<file path="src/rtl/alu_exec_stage.sv">
// alu_exec_stage: execute stage of the single-cycle MIPS core.
// Decodes {aluop, funct} into a 4-bit ALU control code and runs the ALU.
// Also computes the PC+4 and branch-target adders.
// Every output is registered one cycle behind the valid_in strobe.
module alu_exec_stage #(
    parameter int          WIDTH   = 32,
    parameter int unsigned PC_STEP = 4
) (
    input  logic             clk,
    input  logic             startin,
    input  logic             valid_in,
    input  logic [WIDTH-1:0] a,
    input  logic [WIDTH-1:0] b,
    input  logic [1:0]       aluop,
    input  logic [5:0]       funct,
    input  logic [WIDTH-1:0] pc,
    input  logic [WIDTH-1:0] imm_ext,
    output logic             valid_out,
    output logic [3:0]       alu_ctrl,
    output logic [WIDTH-1:0] alu_result,
    output logic             zero,
    output logic [WIDTH-1:0] pc_plus4,
    output logic [WIDTH-1:0] branch_target
);

    typedef enum logic [3:0] {
        CTRL_AND = 4'b0000,
        CTRL_OR  = 4'b0001,
        CTRL_ADD = 4'b0010,
        CTRL_SUB = 4'b0110,
        CTRL_SLT = 4'b0111,
        CTRL_NOR = 4'b1100
    } alu_ctrl_e;

    typedef enum logic [1:0] {
        ALUOP_ADD   = 2'b00,
        ALUOP_SUB   = 2'b01,
        ALUOP_RTYPE = 2'b10,
        ALUOP_OR    = 2'b11
    } aluop_e;

    alu_ctrl_e        w_ctrl;
    logic [WIDTH-1:0] w_result;
    logic [WIDTH-1:0] w_pc_plus4;
    logic [WIDTH-1:0] w_branch_target;

    alu_ctrl_e        r_ctrl;
    logic             r_valid;
    logic [WIDTH-1:0] r_result;
    logic             r_zero;
    logic [WIDTH-1:0] r_pc_plus4;
    logic [WIDTH-1:0] r_branch_target;

    // Control decode: aluop picks the op directly except for R-type, where funct decides.
    always_comb begin
        // NOTE: default assigned first so every path drives w_ctrl and no latch is inferred.
        w_ctrl = CTRL_ADD;
        case (aluop_e'(aluop))
            ALUOP_ADD: w_ctrl = CTRL_ADD;
            ALUOP_SUB: w_ctrl = CTRL_SUB;
            ALUOP_OR:  w_ctrl = CTRL_OR;
            ALUOP_RTYPE: begin
                case (funct)
                    6'b100000: w_ctrl = CTRL_ADD;
                    6'b100010: w_ctrl = CTRL_SUB;
                    6'b100100: w_ctrl = CTRL_AND;
                    6'b100101: w_ctrl = CTRL_OR;
                    6'b100111: w_ctrl = CTRL_NOR;
                    6'b101010: w_ctrl = CTRL_SLT;
                    default:   w_ctrl = CTRL_ADD;  // unknown funct falls back to add
                endcase
            end
            default: w_ctrl = CTRL_ADD;
        endcase
    end

    // ALU: add/sub wrap modulo 2^WIDTH; slt is a signed compare; unknown codes give 0.
    always_comb begin
        w_result = '0;
        case (w_ctrl)
            CTRL_AND: w_result = a & b;
            CTRL_OR:  w_result = a | b;
            CTRL_ADD: w_result = a + b;
            CTRL_SUB: w_result = a - b;
            CTRL_SLT: w_result = {{(WIDTH-1){1'b0}}, ($signed(a) < $signed(b))};
            CTRL_NOR: w_result = ~(a | b);
            default:  w_result = '0;
        endcase
    end

    // PC adders; the left shift of imm_ext discards its top two bits, both sums wrap.
    always_comb begin
        w_pc_plus4      = pc + WIDTH'(PC_STEP);
        w_branch_target = w_pc_plus4 + (imm_ext << 2);
    end

    // Output registers: valid follows valid_in every edge, data loads only on valid_in.
    always_ff @(posedge clk or negedge startin) begin
        if (!startin) begin
            r_valid         <= 1'b0;
            r_ctrl          <= CTRL_AND;
            r_result        <= '0;
            r_zero          <= 1'b0;
            r_pc_plus4      <= '0;
            r_branch_target <= '0;
        end else begin
            // NOTE: non-blocking assignments so every register samples pre-edge values.
            r_valid <= valid_in;
            if (valid_in) begin
                r_ctrl          <= w_ctrl;
                r_result        <= w_result;
                r_zero          <= (w_result == '0);  // from the same-cycle result
                r_pc_plus4      <= w_pc_plus4;
                r_branch_target <= w_branch_target;
            end
        end
    end

    assign valid_out     = r_valid;
    assign alu_ctrl      = r_ctrl;
    assign alu_result    = r_result;
    assign zero          = r_zero;
    assign pc_plus4      = r_pc_plus4;
    assign branch_target = r_branch_target;

endmodule

</file>
<file path="config.mk">
export PLATFORM = sky130hd
export DESIGN_NAME = alu_exec_stage
export DESIGN_NICKNAME = d
export VERILOG_FILES = /design/src/rtl/alu_exec_stage.sv
export SDC_FILE = /design/constraint.sdc
export NUM_CORES = 1
export LEC_CHECK = 0
export CAP_MARGIN = 20
export CELL_PAD_IN_SITES_DETAIL_PLACEMENT = 1
export CELL_PAD_IN_SITES_GLOBAL_PLACEMENT = 1
export CORE_MARGIN = 2
export CORE_UTILIZATION = 25
export CTS_CLUSTER_DIAMETER = 200
export DETAILED_ROUTE_END_ITERATION = 8
export PLACE_DENSITY_LB_ADDON = 0.12
export SLEW_MARGIN = 40
export SYNTH_ARGS = -nofsm -noshare
export SYNTH_HDL_FRONTEND = slang
export SYNTH_SLANG_ARGS = --single-unit
</file>
<file path="constraint.sdc">
create_clock -name clk -period 1.1 [get_ports clk]
set_input_delay 0.165 -clock clk [delete_from_list [all_inputs] [get_ports clk]]
set_output_delay 0.165 -clock clk [all_outputs]
set_load 0.05 [all_outputs]
</file>
==> impl_results.rst, run 1 <==
.. list-table::
   :header-rows: 1

   * - Metric
     - Value
   * - Total vias in the final route
     - roughly 14000
   * - Largest clock skew in the final design
     - 0 ns
   * - H-tree Lvls
     - 3
   * - Hold WC Path Type
     - input pin to flop
   * - Crit path setup slack, layout
     - -2.19 ns
   * - CP Data Required Time
     - around 1.4 ns
   * - Area of the multi-input gates
     - approximately 0.011 mm^2
   * - Library cell occupying the most area in the post-synthesis netlist
     - dfrtp_1
   * - First-pass GRT wire length
     - ~90 mm
   * - Vias in the first global route
     - 15600
   * - Root Buffer
     - clkbuf_16
   * - Post-layout instance count excluding filler cells
     - between 2000 and 3000
   * - Height of the die
     - 215 um
   * - Final hold slack
     - between 0.15 and 0.2 ns
   * - Placed wire-length estimate after detailed placement
     - about 45 mm
   * - Max stage delay cell, worst path
     - ha_4
   * - Type of the worst setup path
     - input pin to flop
   * - Chip width
     - roughly 210 um
   * - Power share of the clock group
     - between 10% and 20%
   * - Top cells by area in the synthesized netlist
     - dfrtp_1, ha_1, mux2_2, a21oi_1, nor2_1
   * - Fraction of final layout cells with drive strength greater than 1
     - about three fifths
   * - Commonest register cell after synthesis
     - dfrtp_1
   * - Core Rows
     - between 70 and 80
   * - ANT nets after route
     - 0
   * - Violated checks
     - setup timing
   * - Input/output buffers
     - 238
   * - Aggregate global-route resource usage
     - 25.1%
   * - 1st-pass router iterations
     - 5
   * - Post-DR vias/cell
     - ~5.1
   * - Number of fill cells
     - around 4800
   * - Final period utilization
     - 299%
   * - Final count of hold timing violations
     - 0
   * - Yosys warns
     - 0
   * - Max Buffers Root-to-Sink
     - 2
   * - DRC
     - 0
   * - Most frequent cell after synthesis
     - ha_1
   * - Fraction of post-synthesis cell area in the top cell type by area
     - 22.5%
   * - Cell-internal power
     - 14.5 mW
   * - Layout overhead on the synthesized area
     - 116%
   * - Grt ovf
     - 0
   * - CP top delay family
     - simple AND/OR/NAND/NOR gates
   * - Final-report setup violation count
     - between 150 and 200
   * - Share of total power in sequential cells
     - ~20%
   * - Ordered cell list for the critical path
     - buf_6, and3_4, nand2_4, nor2_4, buf_6, nand2_4, or2_4, nor2_4, xor2_2, ha_4, buf_4, buf_4, nand4_1, nor2b_2, nand2_2, buf_6, buf_4, buf_4, buf_4, nand2_2, a21o_1, a21oi_2, xnor2_1, mux2_2
   * - Number of flops mapped to enable cells by yosys
     - 0
   * - Final number of max-transition violations
     - 0
   * - Outcome
     - complete, but fails checks
   * - Max incr delay on CP
     - 0.30 ns
   * - Flop and latch count out of synthesis
     - 100
   * - Unrepaired setup endpoints after global routing
     - true
   * - Worst-path fanout max
     - 5
   * - Switching power of the nets
     - 10.6 mW
   * - Final net count
     - about 2500
   * - VDD IR-drop max
     - ~0.0009 V
   * - Mapped Area
     - between 0.01 and 0.015 mm^2
   * - Clock latency at the later pin of the worst-skew pair
     - roughly 0.40 ns
   * - Post-synthesis sequential area ratio
     - roughly 23%
   * - Switching part of the total
     - 42.1%
   * - Clock sink count
     - 100
   * - I/O pin count
     - between 200 and 250
   * - Total nets after synthesis
     - ~1600
   * - Most used standard cells in the synthesized netlist
     - ha_1, a21oi_1, nor2_1
   * - Arrival time at the worst endpoint
     - 3.57 ns
   * - Syn avg cell area
     - approximately 8 um^2
   * - Initial antenna violation count
     - 3
   * - Mean routed wirelength per cell
     - 21.6 um
   * - TritonCTS clock tree
     - yes
   * - Inserted Clock Buffers
     - 9
   * - Clock-pin slew reported for the worst setup and hold paths after clock tree synthesis
     - around 0.08 ns
   * - Iter 0 DRT Violations
     - between 600 and 700
   * - Combinational power share
     - about 65%
   * - Sort of element at the end of the critical path
     - flop
   * - Reported max-cap violation count
     - 0
   * - Core footprint
     - between 0.04 and 0.05 mm^2
   * - Synth cell types
     - 92
   * - Worst-Margin Slew
     - approximately 0.66 ns
   * - Relative slew slack
     - between 50% and 60%
   * - Reported leakage power
     - ~11 nW
   * - Final Wtd Congestion
     - approximately 0.93
   * - Starting Density
     - about 25%
   * - Final setup TNS
     - -96.48 ns
   * - Routed WL
     - ~61 mm
   * - Number of standard cells after synthesis
     - 1349
   * - Sort of element at the start of the critical path
     - input pin
   * - PD cells
     - roughly 1000 mW/mm^2
   * - Largest net degree at the start of global routing
     - ~50
   * - Sequential cell area
     - between 0.002 and 0.003 mm^2
   * - CP Buf/Inv Count
     - 8
   * - Final period demand of the worst path
     - 3.29 ns
   * - Async set-or-reset flop fraction in the synthesized netlist
     - 100%
   * - Maximum clock frequency
     - a little over 300 MHz
   * - Die ar.
     - 0.0461 mm^2
   * - Most used cell along the critical path
     - buf_4
   * - DP Cell Count
     - approximately 2600
[flip-flops by register name (all words and copies together), names as in the netlist]
name           cells
zero               1
alu_result        32
branch_target     30
alu_ctrl           4
pc_plus4          32
valid_out          1
[routing by layer]
metal	routed length [um]	GRT usage, %	up-vias
met5	0	0	-
met4	1600	8.31	0
met1	26200	32.0	7187
li1	-	-	6653
met3	2340	2.92	74
met2	30500	43.8	337
[kinds of logic (layout without fill, tap and decap cells)]
| family | count (synthesis) | count (layout) | share of synthesized area, % |
|---|---|---|---|
| AO/OA/AOI/OAI | 453 | 453 | 28.4 |
| XOR/XNOR | 61 | 61 | 4.81 |
| adder cells (fa/ha/maj) | 137 | 137 | 15.6 |
| buffers and inverters | 183 | 1044 | 6.41 |
| flip-flops | 100 | 100 | 22.5 |
| multiplexers | 65 | 65 | 6.57 |
| other | 0 | 3 | 0 |
| AND/OR/NAND/NOR | 350 | 350 | 15.6 |
[layout make-up]
class | instances | area share (%)
clock inverters | 6 | 0.344
multi-input cells | 1066 | 45.3
repair buffers | 919 | 37.8
inverters | 109 | 2.08
diodes | 3 | 0.0313
clock buffers | 10 | 0.954
flip-flops and latches | 100 | 10.5
well taps | 592 | 3.09
[final timing paths]
check / depth (start not counted) / slack [ns] / end / start
setup / recovery: 24 / -2.19 / branch_target[24] / pc[7]
hold / removal: 3 / 0.18 / pc_plus4[3] / pc[3]
setup reg to reg: 2 / 0.13 / branch_target[2] / branch_target[2]
hold reg to reg: 2 / 0.57 / alu_result[20] / alu_result[20]
max in group asynchronous: 3 / 0.32 / pc_plus4[1] / startin
min in group asynchronous: 2 / 0.21 / zero / startin
[cells in the final DEF (no fill, tap or decap), drive strengths merged, types with 30 or more instances in the layout]
cell type / instances
nand3: 33
ha: 134
a21oi: 130
buf: 815
dfrtp: 100
mux2: 63
nor3: 30
nand2: 57
o21ai: 58
xnor2: 33
clkdlybuf4s50: 58
dlygate4sd2: 30
a21o: 37
inv: 110
nor2: 118
[what timing repair did]
item | CTS | global route
setup endpoints to repair | 196 | 187
setup buffers | 147 | 74
hold endpoints to repair | 100 | 0
resized for setup | 620 | 206
hold buffers | 1 | 0
pin swaps | 226 | 133
[worst register-to-register path: cells and delay by family, from the launching register on]
kind / cells / cell delay [ns]
multiplexers: 1 / 0.27
flip-flops: 1 / 0.43
buffers and inverters: 1 / 0.15
[per-stage QoR]
step	util (%)	total power [mW]	worst slack, ns	instance area, um^2
final	54.5	25.1	-2.19	24000
after global routing	54.5	26.2	-2.30	24000
after CTS	51.8	24.2	-2.04	22800
after detailed placement	45.0	18.7	-2.99	19800
after global placement	45.0	18.5	-2.93	19800
after floorplan	-	11.2	-2.10	12200
[power groups by stage]
stage / clock network (mW) / registers [mW] / logic (mW)
finish: 3.68 / 5.08 / 16.3
global placement: 0 / 5.12 / 13.3
CTS: 3.79 / 5.07 / 15.4
detailed placement: 0 / 5.14 / 13.5
global route: 3.93 / 5.15 / 17.1
floorplan: 0 / 6.96 / 4.23
Note: power is estimated with default switching activity, not from simulation.
==> inputs of run 2 (changes only) <==
--- a/config.mk
+++ b/config.mk
@@ -12,7 +12,7 @@
 export CORE_UTILIZATION = 25
 export CTS_CLUSTER_DIAMETER = 200
 export DETAILED_ROUTE_END_ITERATION = 8
-export PLACE_DENSITY_LB_ADDON = 0.12
+export PLACE_DENSITY = 0.65
 export SLEW_MARGIN = 40
 export SYNTH_ARGS = -nofsm -noshare
 export SYNTH_HDL_FRONTEND = slang
==> run 2 against run 1 <==
The run still ends with setup timing left. First-iteration DRC count grew 31%. Critical path depth shrank 5. Setup slack got worse by 0.12 ns. Sequential power increased by 1%. Design area rose by 1.7%. Clock power is 2% higher. Global-route usage grew 2.5 points. Via count up 5.4%. Highest routed layer unchanged.
==> impl_results.rst, run 2 (same netlist as run 1, synthesis figures left out) <==
.. list-table::
   :header-rows: 1

   * - Metric
     - Value
   * - Outcome
     - complete, but fails checks
   * - Violated checks
     - setup timing
   * - Utilization after layout
     - 55.5% (+0.95 points)
   * - Max stage delay cell, worst path
     - o31a_1
   * - Final Wtd Congestion
     - 0.953 (+2.2%)
   * - Mean routed wirelength per cell
     - 25.2 um (+17%)
   * - Final period utilization
     - 311% (+11 points)
   * - Final hold slack
     - 0.151 ns (-0.0267 ns)
   * - Input/output buffers
     - 238 (unchanged)
   * - Chip width
     - 215 um (unchanged)
   * - Reported max-cap violation count
     - 0 (unchanged)
   * - Die ar.
     - 0.0461 mm^2 (unchanged)
   * - Number of fill cells
     - 4774 (-1.4%)
   * - Final net count
     - 2496 (+0.60%)
   * - Routed WL
     - 71.2 mm (+17%)
   * - Iter 0 DRT Violations
     - 916 (+31%)
   * - Arrival time at the worst endpoint
     - 3.71 ns (+0.14 ns)
   * - Height of the die
     - 215 um (unchanged)
   * - Final-report setup violation count
     - 187 (+2.7%)
   * - I/O pin count
     - 241 (unchanged)
   * - Launching point of the worst reg2reg path
     - pc_plus4[25]
   * - Final count of hold timing violations
     - 0 (unchanged)
   * - ANT nets after route
     - 0 (unchanged)
   * - Sort of element at the start of the critical path
     - input pin
   * - Clock-pin slew reported for the worst setup and hold paths after clock tree synthesis
     - 0.08 ns (about the same)
   * - Aggregate global-route resource usage
     - 27.6% (+2.5 points)
   * - Switching power of the nets
     - 11.3 mW (+7.2%)
   * - Terminating pin of the worst hold path
     - pc_plus4[2]
   * - H-tree Lvls
     - 3 (unchanged)
   * - Share of total power in sequential cells
     - 19.7% (-0.5 points)
   * - Grt ovf
     - 0 (unchanged)
   * - 1st-pass router iterations
     - 7 (+2)
   * - Ordered cell list for the critical path
     - buf_6, and3_4, nand2_4, nor2_4, buf_6, and3_4, xor2_2, ha_1, a21o_1, a21o_1, a21oi_4, o21ai_2, a221oi_2, a21boi_2, o31a_1, nor4_4, o41ai_2, xor2_1, mux2_4
   * - Destination of the worst register-to-register timing path
     - pc_plus4[25]
   * - Post-DR vias/cell
     - 5.33 (+4.8%)
   * - Max incr delay on CP
     - 0.36 ns (+0.06 ns)
   * - First-pass GRT wire length
     - 98.3 mm (+8.8%)
   * - Relative slew slack
     - 51.8% (-3.8 points)
   * - Min-Delay Startpoint
     - pc[2]
   * - Final period demand of the worst path
     - 3.42 ns (+0.124 ns)
   * - Core footprint
     - 0.0440 mm^2 (unchanged)
   * - Clock latency at the later pin of the worst-skew pair
     - 0.40 ns (about the same)
   * - Root Buffer
     - clkbuf_16
   * - Worst-Margin Slew
     - 0.715 ns (+0.0571 ns)
   * - Commonest cells after routing, fill and taps aside
     - buf_4, buf_6, buf_12
   * - Hold-critical path depth
     - 3 (unchanged)
   * - Cell-internal power
     - 14.8 mW (+1.7%)
   * - Largest clock skew in the final design
     - 0 ns (unchanged)
   * - Clock sink count
     - 100 (unchanged)
   * - Setup slack on the worst flop-to-flop path
     - 0.11 ns (-0.02 ns)
   * - Crit path setup slack, layout
     - -2.32 ns (-0.124 ns)
   * - Combinational power share
     - 65.9% (+0.8 points)
   * - Starting Density
     - 25.2% (unchanged)
   * - Largest net degree at the start of global routing
     - 50 (-2.0%)
   * - VDD IR-drop max
     - 0.000739 V (-20%)
   * - CP Data Required Time
     - 1.40 ns (+0.02 ns)
   * - Power share of the clock group
     - 14.4% (-0.3 points)
   * - Switching part of the total
     - 43.4% (+1.3 points)
   * - Worst Setup Slack post-DPL
     - -3.17 ns (-0.180 ns)
   * - Layout overhead on the synthesized area
     - 120%
   * - Most common library cell in the layout ignoring fill and taps
     - buf_4
   * - Inserted Clock Buffers
     - 9 (unchanged)
   * - TritonCTS clock tree
     - yes
   * - Final number of max-transition violations
     - 0 (unchanged)
   * - Worst-path fanout max
     - 2 (-3)
   * - Initial antenna violation count
     - 4 (+1)
   * - Maximum clock frequency
     - 293 MHz (-3.6%)
   * - Unrepaired setup endpoints after global routing
     - true
   * - Type of the worst setup path
     - input pin to flop
   * - Hold WC Path Type
     - input pin to flop
   * - Fraction of final layout cells with drive strength greater than 1
     - 62.7% (+1.4 points)
   * - PD cells
     - 1070 mW/mm^2 (+2.3%)
   * - Total vias in the final route
     - 15000 (+5.4%)
   * - Core Rows
     - 77 (unchanged)
   * - DRC
     - 0 (unchanged)
   * - Max Buffers Root-to-Sink
     - 2 (unchanged)
   * - Placed wire-length estimate after detailed placement
     - 45.9 mm (+0.98%)
   * - R2R cell count
     - 2 (unchanged)
   * - Reported leakage power
     - 11.1 nW (+1.9%)
   * - Sort of element at the end of the critical path
     - flop
   * - Vias in the first global route
     - 16200 (+4.3%)
-- run 2: what timing repair did --
| item | 4_1_cts | 5_1_grt |
|---|---|---|
| pin swaps | 228 | 203 |
| endpoints found under the setup margin | 197 | 187 |
| hold buffers | 1 | 0 |
| setup buffers | 143 | 128 |
| gates resized for setup | 619 | 265 |
| endpoints found under the hold margin | 100 | 0 |
| cloned | 1 | 0 |
-- run 2: how the worst max path moves through the flow --
| stage | startpoint | to | depth (start not counted) |
|---|---|---|---|
| 4_1_cts | a[0] | zero | 18 |
| 6_report | pc[7] | branch_target[30] | 19 |
| 2_1_floorplan | pc[6] | branch_target[31] | 19 |
| 3_5_place_dp | pc[2] | branch_target[31] | 18 |
| 5_1_grt | pc[5] | branch_target[30] | 19 |
| 3_3_place_gp | pc[2] | branch_target[31] | 18 |
-- run 2: layer usage --
layer | track usage (%) | share of wire (%) | up-vias
met4 | 15.3 | 5.9 | 0
met2 | 48.6 | 51 | 554
li1 | - | - | 6687
met3 | 3.93 | 4.3 | 230
met5 | 0 | 0 | -
met1 | 32.0 | 39 | 7553
-- run 2: worst max-delay path, delay by kind of cell --
family | cells | cell delay [ns]
AO/OA/AOI/OAI | 8 | 1.52
XOR/XNOR | 2 | 0.37
multiplexers | 1 | 0.26
AND/OR/NAND/NOR | 5 | 0.90
buffers and inverters | 2 | 0.20
adder cells (fa/ha/maj) | 1 | 0.29
-- run 2: layout make-up --
| cell class | count | area [um^2] | area share [%] |
|---|---|---|---|
| multi-input cells | 1067 | 11200 | 45.8 |
| flip-flops and latches | 100 | 2510 | 10.3 |
| diodes | 4 | 10.0 | 0.0410 |
| clock inverters | 6 | 82.6 | 0.338 |
| repair buffers | 933 | 9160 | 37.5 |
| well taps | 592 | 741 | 3.03 |
| inverters | 109 | 503 | 2.06 |
| clock buffers | 10 | 229 | 0.938 |
-- run 2: per-stage QoR --
stage	instance area [um^2]	power, mW	TNS, ns	cells
after floorplan	12200	11.2	-80.07	1349
after global placement	19600	18.3	-164.70	2603
after detailed placement	19600	18.6	-171.87	2603
after CTS	22900	24.1	-93.97	2736
after global routing	24400	27.0	-107.63	2821
final	24400	26.1	-101.18	2821
-- run 2: power groups by stage --
stage	logic [mW]	registers, mW	clock network [mW]
floorplan	4.23	6.96	0
global placement	13.2	5.10	0
detailed placement	13.5	5.14	0
CTS	15.3	5.08	3.76
global route	17.8	5.20	3.92
finish	17.2	5.14	3.77
==> inputs of run 3 (changes only) <==
--- a/config.mk
+++ b/config.mk
@@ -5,14 +5,13 @@
 export SDC_FILE = /design/constraint.sdc
 export NUM_CORES = 1
 export LEC_CHECK = 0
+export ABC_CLOCK_PERIOD_IN_PS = 1100
 export CAP_MARGIN = 20
-export CELL_PAD_IN_SITES_DETAIL_PLACEMENT = 1
-export CELL_PAD_IN_SITES_GLOBAL_PLACEMENT = 1
 export CORE_MARGIN = 2
 export CORE_UTILIZATION = 25
 export CTS_CLUSTER_DIAMETER = 200
 export DETAILED_ROUTE_END_ITERATION = 8
-export PLACE_DENSITY = 0.65
+export PLACE_DENSITY = 0.53
 export SLEW_MARGIN = 40
 export SYNTH_ARGS = -nofsm -noshare
 export SYNTH_HDL_FRONTEND = slang
==> run 3 against run 2 <==
The run still ends with setup timing left. Routed wire length decreased by 23%. Worst hold slack got worse by 0.046 ns. Highest routed layer is now met5. Critical path depth decreased by 1. Critical endpoint unchanged.
==> impl_results.rst, run 3 (same netlist as run 1, synthesis figures left out) <==
.. list-table::
   :header-rows: 1

   * - Metric
     - Value
   * - Iter 0 DRT Violations
     - 1061 (+16%)
   * - DRC
     - 0 (unchanged)
   * - Root Buffer
     - clkbuf_16
   * - I/O pin count
     - 241 (unchanged)
   * - Setup slack on the worst flop-to-flop path
     - 0.15 ns (+0.04 ns)
   * - Fraction of final layout cells with drive strength greater than 1
     - 60.8% (-1.8 points)
   * - Largest net degree at the start of global routing
     - 60 (+20%)
   * - Min-Delay Startpoint
     - aluop[1]
   * - Arrival time at the worst endpoint
     - 3.41 ns (-0.30 ns)
   * - First-pass GRT wire length
     - 82.9 mm (-16%)
   * - Share of total power in sequential cells
     - 20.2% (+0.5 points)
   * - Outcome
     - complete, but fails checks
   * - Sort of element at the start of the critical path
     - input pin
   * - Switching part of the total
     - 41.6% (-1.8 points)
   * - Starting Density
     - 25.2% (unchanged)
   * - Core footprint
     - 0.0440 mm^2 (unchanged)
   * - Placed wire-length estimate after detailed placement
     - 41.9 mm (-8.8%)
   * - Terminating pin of the worst hold path
     - alu_ctrl[0]
   * - VDD IR-drop max
     - 0.000761 V (+3.0%)
   * - Power share of the clock group
     - 14.9% (+0.5 points)
   * - Final number of max-transition violations
     - 0 (unchanged)
   * - 1st-pass router iterations
     - 7 (unchanged)
   * - Final net count
     - 2470 (-1.0%)
   * - Final period demand of the worst path
     - 3.13 ns (-0.290 ns)
   * - Post-DR vias/cell
     - 5.05 (-5.1%)
   * - Reported max-cap violation count
     - 0 (unchanged)
   * - Final Wtd Congestion
     - 0.984 (+3.2%)
   * - Max Buffers Root-to-Sink
     - 2 (unchanged)
   * - Input/output buffers
     - 238 (unchanged)
   * - R2R cell count
     - 2 (unchanged)
   * - Clock-pin slew reported for the worst setup and hold paths after clock tree synthesis
     - 0.09 ns (about the same)
   * - Type of the worst setup path
     - input pin to flop
   * - Clock latency at the later pin of the worst-skew pair
     - 0.39 ns (about the same)
   * - Destination of the worst register-to-register timing path
     - branch_target[29]
   * - Sort of element at the end of the critical path
     - flop
   * - Unrepaired setup endpoints after global routing
     - true
   * - ANT nets after route
     - 0 (unchanged)
   * - Reported leakage power
     - 10.9 nW (-1.7%)
   * - Core Rows
     - 77 (unchanged)
   * - Worst-path fanout max
     - 3 (+1)
   * - PD cells
     - 1040 mW/mm^2 (-2.7%)
   * - Clock sink count
     - 100 (unchanged)
   * - Combinational power share
     - 64.8% (-1.1 points)
   * - Chip width
     - 215 um (unchanged)
   * - Vias in the first global route
     - 14400 (-11%)
   * - CP Data Required Time
     - 1.39 ns (about the same)
   * - Final-report setup violation count
     - 183 (-2.1%)
   * - Crit path setup slack, layout
     - -2.03 ns (+0.290 ns)
   * - Utilization after layout
     - 54.3% (-1.1 points)
   * - Hold WC Path Type
     - input pin to flop
   * - Layout overhead on the synthesized area
     - 115%
   * - Relative slew slack
     - 53.6% (+1.7 points)
   * - Final setup TNS
     - -93.76 ns (+7.42 ns)
   * - Largest clock skew in the final design
     - 0 ns (unchanged)
   * - Cell Area, Placed
     - 0.0196 mm^2 (about the same)
   * - Inserted Clock Buffers
     - 9 (unchanged)
   * - Initial antenna violation count
     - 3 (-1)
   * - TritonCTS clock tree
     - yes
   * - Commonest cells after routing, fill and taps aside
     - buf_4, buf_6, buf_12
   * - Violated checks
     - setup timing
   * - Switching power of the nets
     - 10.3 mW (-8.7%)
   * - Most common library cell in the layout ignoring fill and taps
     - buf_4
   * - Mean routed wirelength per cell
     - 19.7 um (-22%)
   * - Total Power Consumption
     - 24.9 mW (-4.7%)
   * - Maximum clock frequency
     - 320 MHz (+9.3%)
   * - Final count of hold timing violations
     - 0 (unchanged)
   * - Worst-Margin Slew
     - 0.689 ns (-0.0258 ns)
   * - Launching point of the worst reg2reg path
     - branch_target[29]
   * - Die ar.
     - 0.0461 mm^2 (unchanged)
   * - Height of the die
     - 215 um (unchanged)
   * - Final period utilization
     - 284% (-26 points)
   * - Worst Setup Slack post-DPL
     - -3.04 ns (+0.133 ns)
   * - Aggregate global-route resource usage
     - 22.9% (-4.6 points)
   * - Total vias in the final route
     - 14100 (-6.0%)
   * - Cell-internal power
     - 14.5 mW (-1.6%)
   * - H-tree Lvls
     - 3 (unchanged)
   * - Final instance area
     - 0.0239 mm^2 (-2.0%)
   * - Hold-critical path depth
     - 3 (unchanged)
   * - Grt ovf
     - 0 (unchanged)
   * - Routed WL
     - 55.0 mm (-23%)
[run 3: power by group through the flow]
| stage | clock network [mW] | registers (mW) | logic (mW) |
|---|---|---|---|
| 2_1_floorplan | 0 | 6.96 | 4.23 |
| 3_3_place_gp | 0 | 5.08 | 13.3 |
| 3_5_place_dp | 0 | 5.11 | 13.3 |
| 4_1_cts | 3.81 | 5.05 | 15.0 |
| 5_1_grt | 3.92 | 5.11 | 16.9 |
| 6_report | 3.72 | 5.04 | 16.1 |
[run 3: worst max-delay path by stage]
stage / from / depth (start not counted) / endpoint / slack (ns)
global placement: pc[2] / 18 / branch_target[30] / -2.95
finish: pc[6] / 18 / branch_target[30] / -2.03
floorplan: pc[6] / 19 / branch_target[31] / -2.10
detailed placement: pc[2] / 18 / branch_target[31] / -3.04
CTS: a[0] / 18 / zero / -2.07
global route: pc[6] / 18 / branch_target[30] / -2.18
[run 3: repair_timing]
action	CTS	global route
endpoints found under the hold margin	100	0
pin swaps	214	187
buffers inserted	125	106
cloned	0	0
endpoints found under the setup margin	197	186
gates resized for setup	570	259
hold buffers	1	0
[run 3: worst max-delay path: stages]
cell      delay, ns
buf_6          0.07
and3_4         0.21
and3_4         0.21
nand3_4        0.11
nor2_4         0.14
nand3_2        0.11
xnor2_2        0.15
ha_1           0.30
a21o_1         0.21
a21oi_2        0.19
o21ai_2        0.09
a221oi_2       0.31
a21boi_2       0.09
o31a_1         0.31
nor4_4         0.21
o41ai_2        0.10
xor2_1         0.15
mux2_4         0.26
[run 3: through the flow]
step | hold slack (ns) | std cells
3_5_place_dp | 0.0688 | 2598
4_1_cts | 0.0824 | 2724
5_1_grt | 0.131 | 2793
6_report | 0.105 | 2793
3_3_place_gp | 0.0645 | 2598
2_1_floorplan | -0.131 | 1349
[run 3: final cells by class]
type / count / area (um^2)
inverter: 109 / 498
clock inverter: 5 / 68.8
clock buffer: 11 / 243
timing repair buffer: 908 / 9000
tap: 592 / 741
antenna: 2 / 5.00
multi-input combinational: 1066 / 10800
fill: 3904 / 20100
sequential: 100 / 2510
[run 3: metal layers]
metal	vias to the layer above	part of all wire [%]	global-route usage [%]
li1	6654	-	-
met1	6916	43	29.4
met2	436	49	38.9
met3	110	4.8	2.90
met4	2	3.7	9.28
met5	-	0.020	0
